<file path="src/rtl/abcd_uart_tx_if.sv">
// Store/load bus between the control unit and the 0xABCD serial peripheral.
// The control unit is the master; the peripheral is the slave.
interface abcd_uart_tx_if;
  logic        wr_en;
  logic [7:0]  wdata;
  logic        rd_en;
  logic [31:0] rdata;
  logic        stall;

  modport master (
    output wr_en,
    output wdata,
    output rd_en,
    input  rdata,
    input  stall
  );

  modport slave (
    input  wr_en,
    input  wdata,
    input  rd_en,
    output rdata,
    output stall
  );
endinterface

</file>
<file path="src/rtl/abcd_uart_tx.sv">
// Memory-mapped 8N1 UART transmitter at 0xABCD: byte queue, status word,
// store stall while the queue is full, and a registered serial output.
module abcd_uart_tx #(
  parameter int CLKS_PER_BIT = 868,
  parameter int FIFO_DEPTH   = 8,
  parameter int CNT_W        = 4
) (
  input  logic         clk,
  input  logic         reset,
  abcd_uart_tx_if.slave bus,
  output logic         tx
);

  localparam int PTR_W  = (FIFO_DEPTH > 1) ? $clog2(FIFO_DEPTH) : 1;
  localparam int BAUD_W = (CLKS_PER_BIT > 1) ? $clog2(CLKS_PER_BIT) : 1;

  localparam logic [BAUD_W-1:0] BAUD_LAST = BAUD_W'(CLKS_PER_BIT - 1);
  localparam logic [CNT_W-1:0]  CNT_FULL  = CNT_W'(FIFO_DEPTH);

  localparam logic [1:0] ST_IDLE  = 2'd0;
  localparam logic [1:0] ST_START = 2'd1;
  localparam logic [1:0] ST_DATA  = 2'd2;
  localparam logic [1:0] ST_STOP  = 2'd3;

  logic [7:0]        mem [FIFO_DEPTH];
  logic [PTR_W-1:0]  wr_ptr;
  logic [PTR_W-1:0]  rd_ptr;
  logic [CNT_W-1:0]  count;
  logic              overflow;

  logic [1:0]        state;
  logic [BAUD_W-1:0] baud;
  logic [2:0]        bit_idx;
  logic [7:0]        shift;

  logic full;
  logic empty;
  logic busy;
  logic accept;
  logic drop;
  logic bit_done;
  logic pop;

  // Queue status and handshake decisions, all from pre-edge state.
  assign full     = (count == CNT_FULL);
  assign empty    = (count == '0);
  assign busy     = (state != ST_IDLE);
  assign accept   = bus.wr_en & ~full;
  assign drop     = bus.wr_en &  full;
  assign bit_done = (baud == BAUD_LAST);

  // The head byte leaves the queue when a frame starts, either from IDLE
  // or straight out of the stop bit so consecutive frames have no gap.
  assign pop = ~empty & ((state == ST_IDLE) | ((state == ST_STOP) & bit_done));

  assign bus.stall = full;
  assign bus.rdata = {24'd0, overflow, busy, full, empty, 4'(count)};

  // NOTE: the byte storage has no reset; count alone decides which entries are valid.
  always_ff @(posedge clk) begin
    if (accept) begin
      mem[wr_ptr] <= bus.wdata;
    end
  end

  always_ff @(posedge clk or posedge reset) begin
    if (reset) begin
      wr_ptr <= '0;
      rd_ptr <= '0;
    end else begin
      if (accept) begin
        wr_ptr <= wr_ptr + PTR_W'(1);
      end
      if (pop) begin
        rd_ptr <= rd_ptr + PTR_W'(1);
      end
    end
  end

  always_ff @(posedge clk or posedge reset) begin
    if (reset) begin
      count <= '0;
    end else begin
      case ({accept, pop})
        2'b10:   count <= count + CNT_W'(1);
        2'b01:   count <= count - CNT_W'(1);
        default: count <= count;
      endcase
    end
  end

  // A dropped byte outranks a status read so the loss is never missed.
  always_ff @(posedge clk or posedge reset) begin
    if (reset) begin
      overflow <= 1'b0;
    end else if (drop) begin
      overflow <= 1'b1;
    end else if (bus.rd_en) begin
      overflow <= 1'b0;
    end
  end

  // Frame sequencer; tx is registered so the line never glitches.
  always_ff @(posedge clk or posedge reset) begin
    if (reset) begin
      state   <= ST_IDLE;
      baud    <= '0;
      bit_idx <= '0;
      shift   <= '0;
      tx      <= 1'b1;
    end else begin
      case (state)
        ST_IDLE: begin
          tx <= 1'b1;
          if (pop) begin
            shift <= mem[rd_ptr];
            baud  <= '0;
            tx    <= 1'b0;
            state <= ST_START;
          end
        end

        ST_START: begin
          if (bit_done) begin
            baud    <= '0;
            bit_idx <= '0;
            tx      <= shift[0];
            state   <= ST_DATA;
          end else begin
            baud <= baud + BAUD_W'(1);
          end
        end

        ST_DATA: begin
          if (bit_done) begin
            baud <= '0;
            if (bit_idx == 3'd7) begin
              tx    <= 1'b1;
              state <= ST_STOP;
            end else begin
              bit_idx <= bit_idx + 3'd1;
              tx      <= shift[bit_idx + 3'd1];
            end
          end else begin
            baud <= baud + BAUD_W'(1);
          end
        end

        ST_STOP: begin
          if (bit_done) begin
            baud <= '0;
            if (pop) begin
              shift <= mem[rd_ptr];
              tx    <= 1'b0;
              state <= ST_START;
            end else begin
              tx    <= 1'b1;
              state <= ST_IDLE;
            end
          end else begin
            baud <= baud + BAUD_W'(1);
          end
        end

        default: begin
          tx    <= 1'b1;
          state <= ST_IDLE;
        end
      endcase
    end
  end

endmodule
</file>
<file path="src/flat_wrapper.sv">
// flat-port wrapper written by rule: the top's interface ports become plain ports
module abcd_uart_tx_flat 
#(
  parameter int CLKS_PER_BIT = 868,
  parameter int FIFO_DEPTH   = 8,
  parameter int CNT_W        = 4
)
  (clk, reset, tx, bus_wr_en, bus_wdata, bus_rd_en, bus_rdata, bus_stall);
  abcd_uart_tx_if bus_i ();
  input  logic clk;
  input  logic reset;
  output logic tx;
  input wire logic [$bits(bus_i.wr_en)-1:0] bus_wr_en;
  input wire logic [$bits(bus_i.wdata)-1:0] bus_wdata;
  input wire logic [$bits(bus_i.rd_en)-1:0] bus_rd_en;
  output wire logic [$bits(bus_i.rdata)-1:0] bus_rdata;
  output wire logic [$bits(bus_i.stall)-1:0] bus_stall;
  assign bus_i.wr_en = bus_wr_en;
  assign bus_i.wdata = bus_wdata;
  assign bus_i.rd_en = bus_rd_en;
  assign bus_rdata = bus_i.rdata;
  assign bus_stall = bus_i.stall;
  abcd_uart_tx #(.CLKS_PER_BIT(CLKS_PER_BIT), .FIFO_DEPTH(FIFO_DEPTH), .CNT_W(CNT_W)) u_core (.clk(clk), .reset(reset), .bus(bus_i), .tx(tx));
endmodule
</file>
<file path="config.mk">
export PLATFORM = sky130hd
export DESIGN_NAME = abcd_uart_tx_flat
export DESIGN_NICKNAME = d
export VERILOG_FILES = /design/src/rtl/abcd_uart_tx_if.sv /design/src/rtl/abcd_uart_tx.sv /design/src/flat_wrapper.sv
export SDC_FILE = /design/constraint.sdc
export NUM_CORES = 1
export LEC_CHECK = 0
export CORE_MARGIN = 2
export CORE_UTILIZATION = 28
export CTS_BUF_LIST = sky130_fd_sc_hd__clkbuf_8
export CTS_CLUSTER_DIAMETER = 50
export DETAILED_ROUTE_END_ITERATION = 8
export GPL_ROUTABILITY_DRIVEN = 1
export GPL_TIMING_DRIVEN = 0
export PLACE_DENSITY = 0.47
export RECOVER_POWER = 25
export SYNTH_ARGS = -nofsm -noshare
export SYNTH_HDL_FRONTEND = slang
export SYNTH_SLANG_ARGS = --single-unit
export TNS_END_PERCENT = 20
</file>
<file path="constraint.sdc">
create_clock -name clk -period 8 [get_ports clk]
set_clock_uncertainty 0.1 [all_clocks]
set_input_delay 1.6 -clock clk [delete_from_list [all_inputs] [get_ports clk]]
set_output_delay 1.6 -clock clk [all_outputs]
set_load 0.01 [all_outputs]
</file>
==> impl_metrics.env, run 1 <==
export IMPL_total_power_mw=1.73
export IMPL_crit_path_end="bus_rdata[4]"
export IMPL_ys_warn_count=0
export IMPL_cp_start_kind="flip-flop"
export IMPL_drv_slew=10
export IMPL_drt_wirelength_per_cell_um=14.3
export IMPL_r2r_setup_slack_ns=4.19
export IMPL_grt_max_degree=36
export IMPL_violations="max-capacitance violations, max-slew violations"
export IMPL_place_congestion=0.762
export IMPL_vdd_drop_max_uv=157
export IMPL_min_period_ns=4.88
export IMPL_vias=2678
export IMPL_hold_path_class="flip-flop to flip-flop"
export IMPL_clock_latency_ns=0.38
export IMPL_r2r_start="u_core.count[1]$_DFFE_PP0P_"
export IMPL_hold_buffers=0
export IMPL_rr_endpoint="u_core.count[2]$_DFFE_PP0P_"
export IMPL_clockBufferDepth=2
export IMPL_worst_pin_slew_ns=1.73
export IMPL_pre_cts_ws_ns=3.81
export IMPL_crit_chain="clkbuf_1 > nor4_1 > buf_4 > clkdlybuf4s50_1"
export IMPL_grt_use_total_pct=10.1
export IMPL_rows=47
export IMPL_rsz0062_at_grt="no"
export IMPL_hold_ws_ns=0.414
export IMPL_cp_data_arrival_time_ns=3.18
export IMPL_drtAntennaViolNets=0
export IMPL_synth_async_sr_flop_share_pct=35.4
export IMPL_first_pass_iters=4
export IMPL_syn_inst=326
export IMPL_layout_drive_gt1_share_pct=20.7
export IMPL_drc=0
export IMPL_synth_edf_count=64
export IMPL_ys_types=60
export IMPL_dpl_hpwl_mm=5.96
export IMPL_synth_flop_cell="edfxtp_1"
export IMPL_path_class="flip-flop to output port"
export IMPL_ys_ff_latch=99
export IMPL_cts_sinks=99
export IMPL_p_leak_nw=2.07
export IMPL_root_buffer="clkbuf_8"
export IMPL_start_util_pct=28.7
export IMPL_power_density_nw_per_um2=314
export IMPL_cts_buffers_inserted=9
export IMPL_drt_total_wl_mm=8.67
export IMPL_timing_final_crit_share_pct=61.0
export IMPL_cp_slowest_stage_delay_ns=1.43
export IMPL_grt_ovfl_total=0
export IMPL_crit_slowest_cell="nor4_1"
export IMPL_crit_required_ns=6.30
export IMPL_grt_pass1_wl_mm=13.9
export IMPL_synth_top_area_share_pct=40.3
export IMPL_setup_slack_ns=3.12
export IMPL_post_cts_buffers=0
export IMPL_end_kind="output port"
export IMPL_via_per_inst=4.42
export IMPL_slew_headroom_pct=-16.7
export IMPL_synth_avg_cell_area_sq_um=14.6
export IMPL_post_cts_resized=0
export IMPL_worst_r2r_path_depth=10
export IMPL_port_buffers=21
export IMPL_startpoint="u_core.count[1]$_DFFE_PP0P_"
export IMPL_synth_commonest_cells="edfxtp_1 (64), dfrtp_1 (34), buf_4 (28)"
export IMPL_hold_violations=0
export IMPL_design_die_area_sq_um=18100
export IMPL_post_route_util_pct=33.1
export IMPL_maxCapViolCount=1
export IMPL_setup_violations=0
export IMPL_yosysSeqAreaShare_pct=58.6
export IMPL_die_width_um=135
export IMPL_antenna_found_initial=0
export IMPL_status="finished with violations"
export IMPL_setup_tns_final_ns=0
export IMPL_grt_pass1_vias=2519
export IMPL_netlist_area_sq_um=4770
export IMPL_synth_most_common_cell="edfxtp_1"
export IMPL_cts_tree="yes"
export IMPL_area_growth_pct=15.4
export IMPL_core_area_sq_um=16600
export IMPL_yosys_top_cells_area="edfxtp_1 (40%), dfrtp_1 (18%), mux4_1 (5.0%)"
export IMPL_drt_iter0_drc=152
export IMPL_fin_nets=406
export IMPL_path_clk_slew_ns=0.10
export IMPL_dieHeight_um=135
export IMPL_ctsHtreeMaxLevel=3
export IMPL_synth_top_area_cell="edfxtp_1"
export IMPL_fmax_mhz=205
export IMPL_ios=46
export IMPL_diodes=0
export IMPL_crit_fanout=9
-- worst max-delay path: cells and delay by family, from the launching register on --
family / cells / cell delay (ns)
AND/OR/NAND/NOR: 1 / 1.43
flip-flops: 1 / 0.39
buffers and inverters: 3 / 0.99
-- layer usage --
layer	share of wire, %	up-vias	wire [um]	GRT usage (%)
met5	0	-	0	0
met2	46	52	3990	15.4
met4	1.4	0	124	3.57
li1	-	1296	-	-
met3	3.9	9	336	3.00
met1	49	1321	4220	13.8
-- per-stage QoR --
stage / instance area [sq um] / std cells
2_1_floorplan: 4860 / 349
3_3_place_gp: 5350 / 590
3_5_place_dp: 5350 / 590
4_1_cts: 5520 / 606
5_1_grt: 5510 / 606
6_report: 5510 / 606
-- cells by family (layout without fill, tap and decap cells) --
kind of cell	count (synthesis)	in the layout	synth area share, %
AOI/OAI and AO/OA	41	41	6.58
xor gates and xnor gates	9	9	1.65
adders and majority gates	13	13	3.41
buffers and inverters	48	85	6.79
DFF	99	99	58.6
muxes	42	42	14.3
other	1	24	0.0786
and+or+nand+nor	73	73	8.52
-- report_power, final --
part / switching [mW] / internal, mW
Clock: 0.186 / 0.115
Sequential: 0.0748 / 0.667
Combinational: 0.333 / 0.353
-- cell type report --
cell class / instances / area, sq um
multi-input cells: 202 / 1730
flip-flops and latches: 99 / 2800
clock inverters: 7 / 51.3
well taps: 220 / 275
repair buffers: 21 / 210
clock buffers: 9 / 124
fillers: 1628 / 11100
inverters: 9 / 33.8
plain buffers: 39 / 289
-- worst min path at each step --
stage | from | to | slack (ns) | depth (start not counted)
after floorplan | u_core.shift[1]$_DFFE_PP0P_ | u_core.shift[1]$_DFFE_PP0P_ | 0.38 | 1
after global placement | u_core.shift[3]$_DFFE_PP0P_ | u_core.shift[3]$_DFFE_PP0P_ | 0.40 | 1
after detailed placement | u_core.shift[6]$_DFFE_PP0P_ | u_core.shift[6]$_DFFE_PP0P_ | 0.41 | 1
after CTS | u_core.shift[6]$_DFFE_PP0P_ | u_core.shift[6]$_DFFE_PP0P_ | 0.43 | 1
after global routing | u_core.shift[3]$_DFFE_PP0P_ | u_core.shift[3]$_DFFE_PP0P_ | 0.44 | 1
final | u_core.count[3]$_DFFE_PP0P_ | u_core.count[3]$_DFFE_PP0P_ | 0.41 | 1
-- layout by cell type (no fill, tap or decap), types with 2 or more instances in the layout --
master | netlist | final
mux2i_1 | 5 | 5
nor4_1 | 2 | 3
mux2_1 | 4 | 4
buf_2 | 3 | 2
o21ai_1 | 10 | 4
xor2_1 | 7 | 7
nand2_1 | 18 | 18
nand3_1 | 7 | 7
mux2_2 | 16 | 16
inv_6 | 0 | 2
a22o_1 | 7 | 7
dlygate4sd3_1 | 0 | 7
ha_1 | 13 | 13
mux4_2 | 7 | 7
clkbuf_1 | 5 | 6
nor3b_1 | 3 | 3
edfxtp_1 | 64 | 64
o41ai_1 | 2 | 2
nor2_1 | 11 | 11
buf_4 | 28 | 28
nand2b_1 | 8 | 8
a21oi_1 | 6 | 6
inv_1 | 8 | 8
xnor2_1 | 2 | 2
nor3_1 | 5 | 4
conb_1 | 1 | 24
clkinvlp_4 | 0 | 2
nor2b_1 | 2 | 2
a31oi_1 | 2 | 2
nor3_2 | 1 | 2
o21ai_0 | 1 | 7
nand4_1 | 2 | 2
dfrtp_1 | 34 | 34
inv_2 | 1 | 2
and2_1 | 3 | 2
mux4_1 | 9 | 9
clkdlybuf4s50_1 | 0 | 14
clkbuf_8 | 0 | 9
or3_1 | 3 | 3
-- state kept, by name, summed over array words and instances, names as in the netlist --
signal / count
u_core.mem: 64
u_core.baud: 10
u_core.shift: 8
u_core.count: 4
u_core.bit_idx: 3
u_core.rd_ptr: 3
u_core.wr_ptr: 3
u_core.state: 2
u_core.overflow: 1
u_core.tx: 1
(Power assumes the default switching activity.)
==> run 2, diff against run 1 <==
--- a/config.mk
+++ b/config.mk
@@ -12,7 +12,7 @@
 export DETAILED_ROUTE_END_ITERATION = 8
 export GPL_ROUTABILITY_DRIVEN = 1
 export GPL_TIMING_DRIVEN = 0
-export PLACE_DENSITY = 0.47
+export PLACE_DENSITY = 0.48
 export RECOVER_POWER = 25
 export SYNTH_ARGS = -nofsm -noshare
 export SYNTH_HDL_FRONTEND = slang
==> constraint.sdc (replaced) <==
create_clock -name clk -period 4.4 [get_ports clk]
set_clock_uncertainty 0.1 [all_clocks]
set_input_delay 0.88 -clock clk [delete_from_list [all_inputs] [get_ports clk]]
set_output_delay 0.88 -clock clk [all_outputs]
set_load 0.01 [all_outputs]
==> impl_metrics.env, run 2 (same netlist as run 1, synthesis figures left out) <==
export IMPL_cp_slowest_stage_delay_ns=0.68
export IMPL_drv_slew=0
export IMPL_slew_headroom_pct=34.1
export IMPL_hold_path_class="flip-flop to flip-flop"
export IMPL_maxCapViolCount=0
export IMPL_placed_cell_area_sq_um=5360
export IMPL_cts_tree="yes"
export IMPL_post_route_util_pct=33.2
export IMPL_min_period_ns=3.36
export IMPL_crit_required_ns=3.42
export IMPL_clockBufferDepth=2
export IMPL_fmax_mhz=297
export IMPL_pre_cts_ws_ns=1.22
export IMPL_dpl_hpwl_mm=6.11
export IMPL_grt_max_degree=36
export IMPL_area_growth_pct=15.8
export IMPL_layout_commonest_cell="edfxtp_1"
export IMPL_die_width_um=135
export IMPL_vias=2673
export IMPL_ios=46
export IMPL_drtAntennaViolNets=0
export IMPL_dp_cells=590
export IMPL_rows=47
export IMPL_setup_slack_ns=1.04
export IMPL_instances_no_fill=605
export IMPL_start_util_pct=28.7
export IMPL_min_from="u_core.overflow$_DFFE_PP0P_"
export IMPL_worstHoldPathCells=2
export IMPL_power_density_nw_per_um2=573
export IMPL_worst_pin_slew_ns=0.984
export IMPL_layout_drive_gt1_share_pct=21.6
export IMPL_cts_buffers_inserted=9
export IMPL_crit_chain="clkbuf_1 > nor4b_1 > buf_4 > clkdlybuf4s50_1"
export IMPL_crit_fanout=8
export IMPL_top_register="u_core.mem"
export IMPL_setup_tns_final_ns=0
export IMPL_post_cts_resized=0
export IMPL_rsz0062_at_grt="no"
export IMPL_core_area_sq_um=16600
export IMPL_dieHeight_um=135
export IMPL_r2r_start="u_core.baud[0]$_DFFE_PP0P_"
export IMPL_fin_nets=406
export IMPL_fillCellCount=1606
export IMPL_grt_pass1_vias=2600
export IMPL_root_buffer="clkbuf_8"
export IMPL_ctsHtreeMaxLevel=3
export IMPL_end_kind="output port"
export IMPL_design_area_sq_um=5530
export IMPL_cp_data_arrival_time_ns=2.38
export IMPL_path_delay_family="buffers and inverters"
export IMPL_grt_use_total_pct=10.4
export IMPL_worst_r2r_path_depth=12
export IMPL_reg_top3="u_core.mem: 64 flops, u_core.baud: 10 flops, u_core.shift: 8 flops"
export IMPL_hold_violations=0
export IMPL_r2r_setup_slack_ns=1.30
export IMPL_path_buf_inv=3
export IMPL_cts_sinks=99
export IMPL_status="finished clean"
export IMPL_clock_latency_ns=0.37
export IMPL_crit_slowest_cell="nor4b_1"
export IMPL_largest_reg_flops=64
export IMPL_place_congestion=0.793
export IMPL_first_pass_iters=5
export IMPL_path_clk_slew_ns=0.09
export IMPL_final_cell_mix="edfxtp_1 (64), dfrtp_1 (34), buf_4 (28)"
export IMPL_antenna_found_initial=0
export IMPL_drt_iter0_drc=248
export IMPL_path_class="flip-flop to output port"
export IMPL_design_die_area_sq_um=18100
export IMPL_grt_ovfl_total=0
export IMPL_hold_buffers=0
export IMPL_rr_endpoint="u_core.count[2]$_DFFE_PP0P_"
export IMPL_port_buffers=21
export IMPL_timing_final_crit_share_pct=76.4
export IMPL_grt_pass1_wl_mm=14.1
export IMPL_drc=0
export IMPL_p_leak_nw=2.09
export IMPL_min_to="u_core.overflow$_DFFE_PP0P_"
export IMPL_cp_start_kind="flip-flop"
export IMPL_drt_total_wl_mm=8.93
export IMPL_diodes=0
export IMPL_vdd_drop_max_uv=247
export IMPL_post_cts_buffers=0
export IMPL_via_per_inst=4.42
export IMPL_setup_violations=0
export IMPL_drt_wirelength_per_cell_um=14.8
==> run 2: cell types whose count changed in the layout (fill, tap and decap cells not counted), moves of 2 or more <==
cell        before  now
clkinvlp_4       2    0
inv_6            2    4
o21ai_0          7    1
o21ai_1          4   10
==> run 2: metrics by stage <==
step	hold slack [ns]	total power [mW]
5_1_grt	0.450	3.39
2_1_floorplan	0.380	2.30
4_1_cts	0.426	3.23
3_5_place_dp	0.405	2.68
3_3_place_gp	0.394	2.64
6_report	0.419	3.17
==> run 2: worst reg2reg max path, stage by stage (launching register included) <==
cell	delay [ns]
dfrtp_1	0.43
ha_1	0.29
and4b_1	0.24
buf_2	0.16
a41oi_1	0.38
nor2_1	0.19
ha_1	0.33
xor2_1	0.16
ha_1	0.19
a21oi_1	0.14
xor2_1	0.16
nor2_1	0.07
xor2_1	0.14
==> run 2: how the worst max path moves through the flow <==
stage                                        to  cells past startpoint                         from  slack (ns)
floorplan           u_core.count[2]$_DFFE_PP0P_                     11  u_core.count[1]$_DFFE_PP0P_        1.56
global placement     u_core.mem[0][6]$_DFFE_PP_                      4                    bus_wr_en        0.82
detailed placement   u_core.mem[2][6]$_DFFE_PP_                      4                    bus_wr_en        1.22
CTS                                bus_rdata[5]                      4  u_core.count[1]$_DFFE_PP0P_        0.98
global route                       bus_rdata[5]                      4  u_core.count[1]$_DFFE_PP0P_        0.87
finish                             bus_rdata[5]                      4  u_core.count[1]$_DFFE_PP0P_        1.04
==> run 2: power by group <==
part           switching [mW]  internal, mW  total (mW)
clock                   0.328         0.210       0.538
combinational           0.626         0.649        1.27
sequential              0.143          1.21        1.36
total                    1.10          2.07        3.17
==> run 2: layout make-up <==
class / count / area, sq um / share of cell area, %
Inverter: 9 / 33.8 / 0.611
Sequential cell: 99 / 2800 / 50.6
Clock inverter: 6 / 47.5 / 0.860
Tap cell: 220 / 275 / 4.98
Timing Repair Buffer: 21 / 210 / 3.80
Clock buffer: 9 / 124 / 2.24
Multi-Input combinational cell: 202 / 1750 / 31.6
Buffer: 39 / 290 / 5.25
==> run 2: routing by layer <==
layer  vias up  global-route usage [%]  routed length [um]
met1      1322                    12.3                3830
li1       1298                       -                   -
met4         0                    3.33                 106
met3         7                    3.34                 375
met2        46                    18.0                4620
met5         -                       0                   0
